==> src/rtl/stopwatch_pkg.sv <==
`default_nettype none
// ============================================================================
// Package : stopwatch_pkg
// Brief   : Time-field widths, limits and time-word pack/unpack helpers.
// Rev     : 1.0 - initial release
// ============================================================================
package stopwatch_pkg;

    localparam int MSEC_W = 7;
    localparam int SEC_W  = 6;
    localparam int MIN_W  = 6;
    localparam int HOUR_W = 5;
    localparam int TIME_W = 24;

    localparam logic [MSEC_W-1:0] MSEC_MAX = 7'd99;
    localparam logic [SEC_W-1:0]  SEC_MAX  = 6'd59;
    localparam logic [MIN_W-1:0]  MIN_MAX  = 6'd59;
    localparam logic [HOUR_W-1:0] HOUR_MAX = 5'd23;

    typedef struct packed {
        logic [HOUR_W-1:0] hour;
        logic [MIN_W-1:0]  min;
        logic [SEC_W-1:0]  sec;
        logic [MSEC_W-1:0] msec;
    } sw_time_t;

    function automatic logic [TIME_W-1:0] pack_time(input sw_time_t t);
        return {t.hour, t.min, t.sec, t.msec};
    endfunction

    function automatic sw_time_t unpack_time(input logic [TIME_W-1:0] w);
        return sw_time_t'(w);
    endfunction

endpackage
`default_nettype wire

==> src/rtl/lap_fifo.sv <==
`default_nettype none
// ============================================================================
// Module : lap_fifo
// Brief  : Show-ahead synchronous FIFO for lap times, with count and sticky
//          overflow flag.
// Rev    : 1.0 - initial release
// ============================================================================
module lap_fifo #(
    parameter int WIDTH = 24,
    parameter int DEPTH = 4
) (
    input  logic                     clk,
    input  logic                     rst,
    input  logic                     i_clear,
    input  logic                     i_push,
    input  logic                     i_pop,
    input  logic [WIDTH-1:0]         i_data,
    output logic [WIDTH-1:0]         o_data,
    output logic                     o_valid,
    output logic [$clog2(DEPTH):0]   o_count,
    output logic                     o_overflow
);

    localparam int AW = $clog2(DEPTH);
    localparam logic [AW:0] c_FULL = (AW+1)'(DEPTH);

    logic [WIDTH-1:0] r_mem [DEPTH];
    logic [AW-1:0]    r_wr_ptr;
    logic [AW-1:0]    r_rd_ptr;
    logic [AW:0]      r_count;
    logic             r_overflow;

    logic w_empty;
    logic w_full;
    logic w_do_pop;
    logic w_do_push;

    assign w_empty   = (r_count == '0);
    assign w_full    = (r_count == c_FULL);
    assign w_do_pop  = i_pop & ~w_empty;
    // A pop in the same cycle frees a slot, so a push into a full FIFO survives.
    assign w_do_push = i_push & (~w_full | w_do_pop);

    always_ff @(posedge clk or posedge rst) begin
        if (rst) begin
            r_wr_ptr   <= '0;
            r_rd_ptr   <= '0;
            r_count    <= '0;
            r_overflow <= 1'b0;
        end else if (i_clear) begin
            r_wr_ptr   <= '0;
            r_rd_ptr   <= '0;
            r_count    <= '0;
            r_overflow <= 1'b0;
        end else begin
            if (w_do_push) r_wr_ptr <= r_wr_ptr + AW'(1);
            if (w_do_pop)  r_rd_ptr <= r_rd_ptr + AW'(1);
            case ({w_do_push, w_do_pop})
                2'b10:   r_count <= r_count + (AW+1)'(1);
                2'b01:   r_count <= r_count - (AW+1)'(1);
                default: r_count <= r_count;
            endcase
            if (i_push && !w_do_push) r_overflow <= 1'b1;
        end
    end

    always_ff @(posedge clk) begin
        if (w_do_push) r_mem[r_wr_ptr] <= i_data;
    end

    assign o_data     = w_empty ? '0 : r_mem[r_rd_ptr];
    assign o_valid    = ~w_empty;
    assign o_count    = r_count;
    assign o_overflow = r_overflow;

endmodule
`default_nettype wire

==> src/rtl/stopwatch_timer_dp.sv <==
`default_nettype none
// ============================================================================
// Module : stopwatch_timer_dp
// Brief  : Stopwatch / countdown-timer datapath with prescaler, preset load,
//          expiry pulse and lap-capture buffer.
// Rev    : 1.0 - initial release
// ============================================================================
module stopwatch_timer_dp
    import stopwatch_pkg::*;
#(
    parameter int CLK_FREQ  = 100_000_000,
    parameter int TICK_HZ   = 100,
    parameter int LAP_DEPTH = 4
) (
    input  logic                          clk,
    input  logic                          rst,
    input  logic                          i_clear,
    input  logic                          i_run,
    input  logic                          i_mode,
    input  logic                          i_load,
    input  logic [HOUR_W-1:0]             i_load_hour,
    input  logic [MIN_W-1:0]              i_load_min,
    input  logic [SEC_W-1:0]              i_load_sec,
    input  logic                          i_lap,
    input  logic                          i_lap_rd,
    output logic [MSEC_W-1:0]             o_msec,
    output logic [SEC_W-1:0]              o_sec,
    output logic [MIN_W-1:0]              o_min,
    output logic [HOUR_W-1:0]             o_hour,
    output logic                          o_running,
    output logic                          o_expired,
    output logic                          o_lap_valid,
    output logic [TIME_W-1:0]             o_lap_data,
    output logic [$clog2(LAP_DEPTH):0]    o_lap_count,
    output logic                          o_lap_overflow
);

    localparam int DIV = CLK_FREQ / TICK_HZ;
    localparam int PW  = $clog2(DIV);
    localparam logic [PW-1:0] c_DIV_LAST = PW'(DIV - 1);

    sw_time_t      r_time;
    logic [PW-1:0] r_presc;
    logic          r_expired;

    sw_time_t w_next;
    sw_time_t w_load_time;
    logic     w_time_zero;
    logic     w_running;
    logic     w_tick;

    assign w_time_zero = (r_time == '0);
    assign w_running   = i_run & ~(i_mode & w_time_zero);
    assign w_tick      = w_running & (r_presc == c_DIV_LAST);

    assign w_load_time.hour = (i_load_hour > HOUR_MAX) ? HOUR_MAX : i_load_hour;
    assign w_load_time.min  = (i_load_min  > MIN_MAX)  ? MIN_MAX  : i_load_min;
    assign w_load_time.sec  = (i_load_sec  > SEC_MAX)  ? SEC_MAX  : i_load_sec;
    assign w_load_time.msec = '0;

    // Full carry/borrow chain resolves in one cycle so all fields move together.
    always_comb begin
        w_next = r_time;
        if (!i_mode) begin
            if (r_time.msec == MSEC_MAX) begin
                w_next.msec = '0;
                if (r_time.sec == SEC_MAX) begin
                    w_next.sec = '0;
                    if (r_time.min == MIN_MAX) begin
                        w_next.min  = '0;
                        w_next.hour = (r_time.hour == HOUR_MAX) ? '0 : r_time.hour + 5'd1;
                    end else begin
                        w_next.min = r_time.min + 6'd1;
                    end
                end else begin
                    w_next.sec = r_time.sec + 6'd1;
                end
            end else begin
                w_next.msec = r_time.msec + 7'd1;
            end
        end else begin
            if (r_time.msec == '0) begin
                w_next.msec = MSEC_MAX;
                if (r_time.sec == '0) begin
                    w_next.sec = SEC_MAX;
                    if (r_time.min == '0) begin
                        w_next.min  = MIN_MAX;
                        w_next.hour = (r_time.hour == '0) ? HOUR_MAX : r_time.hour - 5'd1;
                    end else begin
                        w_next.min = r_time.min - 6'd1;
                    end
                end else begin
                    w_next.sec = r_time.sec - 6'd1;
                end
            end else begin
                w_next.msec = r_time.msec - 7'd1;
            end
        end
    end

    always_ff @(posedge clk or posedge rst) begin
        if (rst) begin
            r_time    <= '0;
            r_presc   <= '0;
            r_expired <= 1'b0;
        end else if (i_clear) begin
            r_time    <= '0;
            r_presc   <= '0;
            r_expired <= 1'b0;
        end else if (i_load) begin
            r_time    <= w_load_time;
            r_presc   <= '0;
            r_expired <= 1'b0;
        end else begin
            // A stopped prescaler keeps its phase so a restart resumes mid-period.
            if (w_running) r_presc <= w_tick ? '0 : r_presc + PW'(1);
            if (w_tick)    r_time  <= w_next;
            r_expired <= w_tick & i_mode & (w_next == '0);
        end
    end

    lap_fifo #(
        .WIDTH (TIME_W),
        .DEPTH (LAP_DEPTH)
    ) u_lap_fifo (
        .clk        (clk),
        .rst        (rst),
        .i_clear    (i_clear),
        .i_push     (i_lap),
        .i_pop      (i_lap_rd),
        .i_data     (pack_time(r_time)),
        .o_data     (o_lap_data),
        .o_valid    (o_lap_valid),
        .o_count    (o_lap_count),
        .o_overflow (o_lap_overflow)
    );

    assign o_msec    = r_time.msec;
    assign o_sec     = r_time.sec;
    assign o_min     = r_time.min;
    assign o_hour    = r_time.hour;
    assign o_running = w_running;
    assign o_expired = r_expired;

endmodule
`default_nettype wire

==> config.mk <==
export PLATFORM = sky130hd
export DESIGN_NAME = stopwatch_timer_dp
export DESIGN_NICKNAME = d
export VERILOG_FILES = /design/src/rtl/stopwatch_pkg.sv /design/src/rtl/lap_fifo.sv /design/src/rtl/stopwatch_timer_dp.sv
export SDC_FILE = /design/constraint.sdc
export NUM_CORES = 1
export LEC_CHECK = 0
export BUFFER_PORTS_ARGS = -buffer_cell sky130_fd_sc_hd__buf_2
export CORE_ASPECT_RATIO = 1.5
export CORE_MARGIN = 2
export CORE_UTILIZATION = 59
export DETAILED_ROUTE_END_ITERATION = 6
export HOLD_SLACK_MARGIN = 0.06
export PLACE_DENSITY_LB_ADDON = 0.08
export SETUP_SLACK_MARGIN = 0.05
export SYNTH_ARGS = -nofsm -noshare
export SYNTH_HDL_FRONTEND = slang
export SYNTH_SLANG_ARGS = --single-unit
==> constraint.sdc <==
create_clock -name clk -period 3.2 [get_ports clk]
set_input_delay 0.32 -clock clk [delete_from_list [all_inputs] [get_ports clk]]
set_output_delay 0.32 -clock clk [all_outputs]
set_load 0.02 [all_outputs]
==> out/results.ini, run 1 <==
[run_status]
outcome=completed

[sta]
clock.fmax_ghz=0.329
fin_crit_sh=0.951
worst_pin_slew_ns=0.755
final-max-slew-violation-count=0
min_period_ns=3.04
rsz0062_at_grt=false
setup_viol=0
slew_headroom=0.496
hold_viol_final=0
setup_tns_ns=0
final.setup_skew_ns=0.0129

[die]
dieArea_sq_um=14300
die_h_microns=146
coreArea_sq_um=13000
start_util=0.605
die_w_microns=98.4
pin_count=80
num_rows=51

[route]
drc_errors=0
wl_per_cell_microns=22.4
ant_nets=0
num_vias=6151
detail_route.wirelength_microns=21500
drt-initial-drc-count=675
firstDrtPassIters=5
via_per_inst=6.43

[clock_tree]
path_clk_slew_ns=0.07
clock_path_buffers=2
cts_tree=done
clock-root-buffer=clkbuf_16
cts_setup_buffers=0
numCtsBuffers=17
clock_latency_ns=0.42
htreeDepth=4
cts.sinks=149

[placed_design]
dp_hpwl_microns=14800
io_buffers=79
dpl_cell_area_sq_um=8650
gp_congestion=0.942

[synth]
synth_largest_area_cell=edfxtp_1
synthTopCellsByArea=edfxtp_1, dfrtp_1, mux4_2
yosys.area_share.adder=0.0248
synth_seq_cells=149
synth-edff-count=96
synth_top_family_by_area=simple AND/OR/NAND/NOR gates
syn_avg_cell_area_sq_um=11.5
synth-seq-area-share=0.534
synth_cell_type_count=70
synth.cell_area_sq_um=7880
yosysTopAreaCellShare=0.366
synthXorXnorAreaFrac=0.0289
ys.flop_type=edfxtp_1
muxShareOfSynthArea=0.0873
synth_simple_gate_area_frac=0.185
synth_fp_nets=725
synthCells=685
synthArstFlopShare=0.356
ys_warn_count=0
synth_compound_area_frac=0.105

[flow_run]
cap_viol_max_count=0

[pwr]
leakage_uw=0.00370
p_seq_frac=0.454
p_clk_frac=0.391
p_sw_frac=0.285
power_frac_comb=0.156
switchingPower_uw=1390
power.density_nw_per_um2=528
cellInternalPower_uw=3490
peakVddDrop_uv=352

[critical_path]
required_ns=3.52
crit_path_start=o_msec[1]
worstPathMaxFanout=10
start_kind=flop
path_class=reg2reg
path_common_cell=mux2i_1
endpoint_kind=flop
r2r_start=o_msec[1]
worst_path_max_delay_cell=or4b_1
cp_slowest_stage_delay_ns=0.55
cp_data_arrival_time_ns=3.37
path_cells=buf_4 > inv_1 > ha_1 > nor4b_4 > nand4_1 > nor3_1 > mux2i_1 > mux2i_1 > or4b_1 > nor4_2
worst-path-buf-inv=2
path_delay_family=simple AND/OR/NAND/NOR gates

[min_path]
hp-class=in2reg
min-delay-start=i_load_sec[4]

[cells_and_area]
area_growth_pct=17.2
layout-drive-gt1-share=0.252
postLayoutCoreUtil=0.710
n_antenna_cell=0
fin_area_sq_um=9240
nNetsFinal=825

[grt]
grt_pass1_wl_microns=33900
grt_pass1_vias=6314
overflow=0
grt_max_degree=35
antenna_found_initial=0
grt.total_usage=0.304

-- path summary, 6_finish.rpt --
kind                            cells past startpoint  slack, ns               endpoint
worst max-delay path                               10       0.16              o_expired
worst min-delay path                                2       0.15               o_sec[4]
worst max register to register                     10       0.16              o_expired
worst min register to register                      2       0.51  u_lap_fifo.o_overflow
max in group asynchronous                           4       1.85               o_sec[5]
min in group asynchronous                           3       0.58            r_presc[11]
-- synthesized netlist by cell type, types with 3 or more instances --
cell / number
a211o_1: 6
a211oi_1: 11
a21o_1: 4
a21oi_1: 36
a22oi_1: 3
a31oi_1: 3
and2_1: 32
and3_1: 11
and4_1: 5
buf_1: 4
buf_2: 7
clkbuf_1: 31
dfrtp_1: 53
edfxtp_1: 96
ha_1: 14
inv_1: 20
mux2i_1: 8
mux4_2: 26
nand2_1: 46
nand3_1: 32
nand3b_1: 5
nand4_1: 12
nor2_1: 62
nor2b_1: 5
nor3_1: 15
nor4_1: 6
nor4b_1: 3
o211ai_1: 6
o21ai_0: 31
o221a_2: 3
o22ai_1: 3
o31ai_1: 3
o41ai_1: 3
or3_1: 7
or4_1: 3
or4b_1: 3
xnor2_1: 10
xor2_1: 16
-- sequential cells by signal (all words and copies together), names as in the netlist --
register / count
o_sec: 6
u_lap_fifo.o_overflow: 1
r_presc: 20
u_lap_fifo.r_mem: 96
u_lap_fifo.r_rd_ptr: 2
u_lap_fifo.o_count: 3
u_lap_fifo.r_wr_ptr: 2
o_hour: 5
o_min: 6
o_expired: 1
o_msec: 7
-- metal layers --
layer	vias to the layer above	track usage	routed length (microns)
li1	2768	-	-
met1	3026	0.377	8180
met2	308	0.519	11200
met3	49	0.0624	1380
met4	0	0.123	690
met5	-	0	0
-- through the flow --
step / cells / hold slack, ns / setup WS (ns) / total power (uW)
detailed placement: 924 / 0.487 / 0.244 / 3000
finish: 957 / 0.149 / 0.158 / 4880
global route: 957 / 0.151 / 0.0849 / 5050
floorplan: 685 / 0.459 / 0.159 / 2740
global placement: 924 / 0.466 / 0.343 / 2980
CTS: 957 / 0.141 / 0.220 / 4890
-- final cells by class --
cell class                 instances  area [sq um]
clock inverter                    14           141
multi-input combinational        470          3410
tap                              159           199
fill                             935          3780
clock buffer                      18           429
inverter                          22          82.6
sequential                       149          4210
timing repair buffer             125           768
-- power by group through the flow --
stage | logic [uW] | clock network (uW) | registers (uW)
after floorplan | 487 | 0 | 2250
after global placement | 740 | 0 | 2240
after detailed placement | 752 | 0 | 2250
after CTS | 760 | 1920 | 2210
after global routing | 816 | 2010 | 2220
final | 759 | 1910 | 2210
-- cells by family after synthesis --
| kind of cell | after synthesis |
|---|---|
| AND/OR/NAND/NOR | 266 |
| multiplexers | 36 |
| adder cells (fa/ha/maj) | 15 |
| flip-flops | 149 |
| buffers and inverters | 66 |
| AO/OA/AOI/OAI | 127 |
| XOR/XNOR | 26 |
-- worst reg2reg max path, delay by kind of cell, from the launching register on --
kind | cells | cell delay, ns
mux | 2 | 0.34
simple gates | 5 | 1.76
fa+ha+maj | 1 | 0.20
flops | 1 | 0.40
buf+inv | 2 | 0.28
-- what timing repair did --
item / in CTS / in global routing
endpoints found under the hold margin: 33 / 0
hold buffers: 1 / 0
endpoints found under the setup margin: 0 / 4
gates resized for setup: 0 / 1
-- cell usage in the layout (no fill, tap or decap), types with 11 or more instances in the layout --
cell,synthesis,final
a211oi_1,11,11
mux4_2,26,26
buf_4,0,43
a21oi_1,36,36
clkbuf_16,0,17
xor2_1,16,16
nor2_1,62,62
o21ai_0,31,31
inv_1,20,19
and2_1,32,32
nand4_1,12,12
dfrtp_1,53,53
and3_1,11,11
nand2_1,46,46
ha_1,14,14
nand3_1,32,32
edfxtp_1,96,96
buf_2,7,79
nor3_1,15,15
No activity file was read; power rests on OpenSTA's default activity.
==> run 2, diff against run 1 <==
--- a/config.mk
+++ b/config.mk
@@ -11,7 +11,7 @@
 export CORE_UTILIZATION = 59
 export DETAILED_ROUTE_END_ITERATION = 6
 export HOLD_SLACK_MARGIN = 0.06
-export PLACE_DENSITY_LB_ADDON = 0.08
+export PLACE_DENSITY = 0.8
 export SETUP_SLACK_MARGIN = 0.05
 export SYNTH_ARGS = -nofsm -noshare
 export SYNTH_HDL_FRONTEND = slang
==> out/results.ini, run 2 (synthesized netlist as in run 1, its figures left out) <==
[run_status]
outcome=completed

[die]
pin_count=80  ; unchanged
die_h_microns=146  ; unchanged
coreArea_sq_um=13000  ; unchanged
start_util=0.605  ; unchanged
dieArea_sq_um=14300  ; unchanged
die_w_microns=98.4  ; unchanged
num_rows=51  ; unchanged

[sta]
setup_viol=0  ; unchanged
final-max-slew-violation-count=0  ; unchanged
slew_headroom=0.362  ; -0.133
worst_pin_slew_ns=0.957  ; +0.201 ns
setup_tns_ns=0  ; unchanged
min_period_ns=3.01  ; -0.0327 ns
fin_crit_sh=0.940  ; -0.0102
whs_ns=0.161  ; +0.0124 ns
hold_viol_final=0  ; unchanged
rsz0062_at_grt=false
final.setup_skew_ns=0.0153  ; +0.00245 ns
clock.fmax_ghz=0.332  ; +1.1%

[critical_path]
worstPathMaxFanout=8  ; -2
worst_path_max_delay_cell=or4b_1
path_delay_family=simple AND/OR/NAND/NOR gates
path_cells=buf_4 > inv_1 > ha_2 > nor4b_4 > buf_4 > nand3b_1 > xnor2_1 > nand2_1 > o21ai_1 > buf_4 > or4b_1 > nor4_2
required_ns=3.52  ; about the same
cp_slowest_stage_delay_ns=0.45  ; -0.10 ns
start_kind=flop
path_common_cell=buf_4
endpoint_kind=flop
path_class=reg2reg
cp_data_arrival_time_ns=3.33  ; -0.04 ns
worst-path-buf-inv=4  ; +2

[clock_tree]
numCtsBuffers=17  ; unchanged
cts.sinks=149  ; unchanged
clock-root-buffer=clkbuf_16
clock_latency_ns=0.42  ; about the same
clock_path_buffers=2  ; unchanged
htreeDepth=4  ; unchanged
path_clk_slew_ns=0.07  ; about the same
cts_tree=done

[route]
detail_route.wirelength_microns=21100  ; -1.6%
drt-initial-drc-count=587  ; -13%
via_per_inst=6.40  ; -0.42%
num_vias=6157  ; +0.098%
drc_errors=0  ; unchanged
ant_nets=0  ; unchanged
firstDrtPassIters=6  ; +1
wl_per_cell_microns=21.9  ; -2.2%

[pwr]
leakage_uw=0.00371  ; +0.28%
power.density_nw_per_um2=526  ; -0.44%
peakVddDrop_uv=371  ; +5.3%

[cells_and_area]
mostFrequentLayoutCells=edfxtp_1, buf_2, nor2_1
layout-drive-gt1-share=0.259  ; +0.00715
layout_commonest_cell=edfxtp_1
stdcell_count=962  ; +0.52%
nNetsFinal=830  ; +0.61%
largest_register_ffs=96  ; unchanged
fillCellCount=932  ; -0.32%
multiInputGateArea_sq_um=3410  ; -0.11%
area_growth_pct=17.3  ; about the same
postLayoutCoreUtil=0.710  ; about the same
fin_area_sq_um=9250  ; about the same
register_area_sq_um=4210  ; unchanged
n_antenna_cell=0  ; unchanged
regMostFlops=u_lap_fifo.r_mem

[grt]
grt_pass1_vias=6149  ; -2.6%
grt.total_usage=0.304  ; -0.000763
grt_max_degree=36  ; +2.9%
antenna_found_initial=0  ; unchanged
overflow=0  ; unchanged
grt_pass1_wl_microns=33700  ; -0.61%

[placed_design]
dp.cells=927  ; +0.32%
dpl_cell_area_sq_um=8650  ; about the same
io_buffers=79  ; unchanged
dp_hpwl_microns=15200  ; +2.6%
gp_congestion=0.998  ; +6.0%

[min_path]
hp-class=in2reg

[flow_run]
cap_viol_max_count=0  ; unchanged

[run 2: cell count changes in the layout (fill, tap and decap cells not counted), sizes merged]
| cell | change |
|---|---|
| clkinv | -1 |
| clkinvlp | +1 |
| buf | +5 |
[run 2: final cells by class]
| class | count | share of cell area |
|---|---|---|
| Timing Repair Buffer | 130 | 0.0844 |
| Multi-Input combinational cell | 470 | 0.368 |
| Sequential cell | 149 | 0.455 |
| Clock inverter | 14 | 0.0152 |
| Tap cell | 159 | 0.0215 |
| Clock buffer | 18 | 0.0464 |
| Inverter | 22 | 0.00893 |
[run 2: final timing paths]
kind / slack [ns] / depth (start not counted) / startpoint / end
min in group asynchronous: 0.59 / 3 / rst / o_hour[3]
worst min-delay path: 0.16 / 3 / i_load_min[3] / o_min[3]
worst max-delay path: 0.19 / 12 / o_msec[1] / o_expired
worst max register to register: 0.19 / 12 / o_msec[1] / o_expired
max in group asynchronous: 1.83 / 4 / rst / o_sec[2]
worst min register to register: 0.51 / 2 / u_lap_fifo.o_overflow / u_lap_fifo.o_overflow
[run 2: worst min-delay path: cells and delay by family]
family          cells  cell delay (ns)
buf+inv             1             0.11
compound gates      1             0.05
simple gates        1             0.06
[run 2: power by group]
group / internal (uW) / switching, uW / total [uW]
Combinational: 307 / 449 / 756
Clock: 1030 / 865 / 1890
Sequential: 2150 / 62.7 / 2210
Total: 3480 / 1380 / 4860
[run 2: stage by stage]
| step | total power, uW | worst slack (ns) |
|---|---|---|
| finish | 4860 | 0.191 |
| global route | 5040 | 0.0523 |
| CTS | 4890 | 0.159 |
| detailed placement | 3000 | 0.195 |
| global placement | 2980 | 0.226 |
| floorplan | 2740 | 0.159 |
[run 2: timing repair]
| item | in CTS | in global routing |
|---|---|---|
| endpoints found under the setup margin | 0 | 20 |
| setup buffers | 0 | 2 |
| gates resized for setup | 0 | 3 |
| hold buffers | 1 | 0 |
| hold endpoints to repair | 31 | 0 |
[run 2: per-layer routing]
metal	up-vias	GRT usage	share of wire
li1	2787	-	-
met4	0	0.138	0.046
met1	2995	0.375	0.37
met3	79	0.0562	0.060
met2	296	0.517	0.52
met5	-	0	0
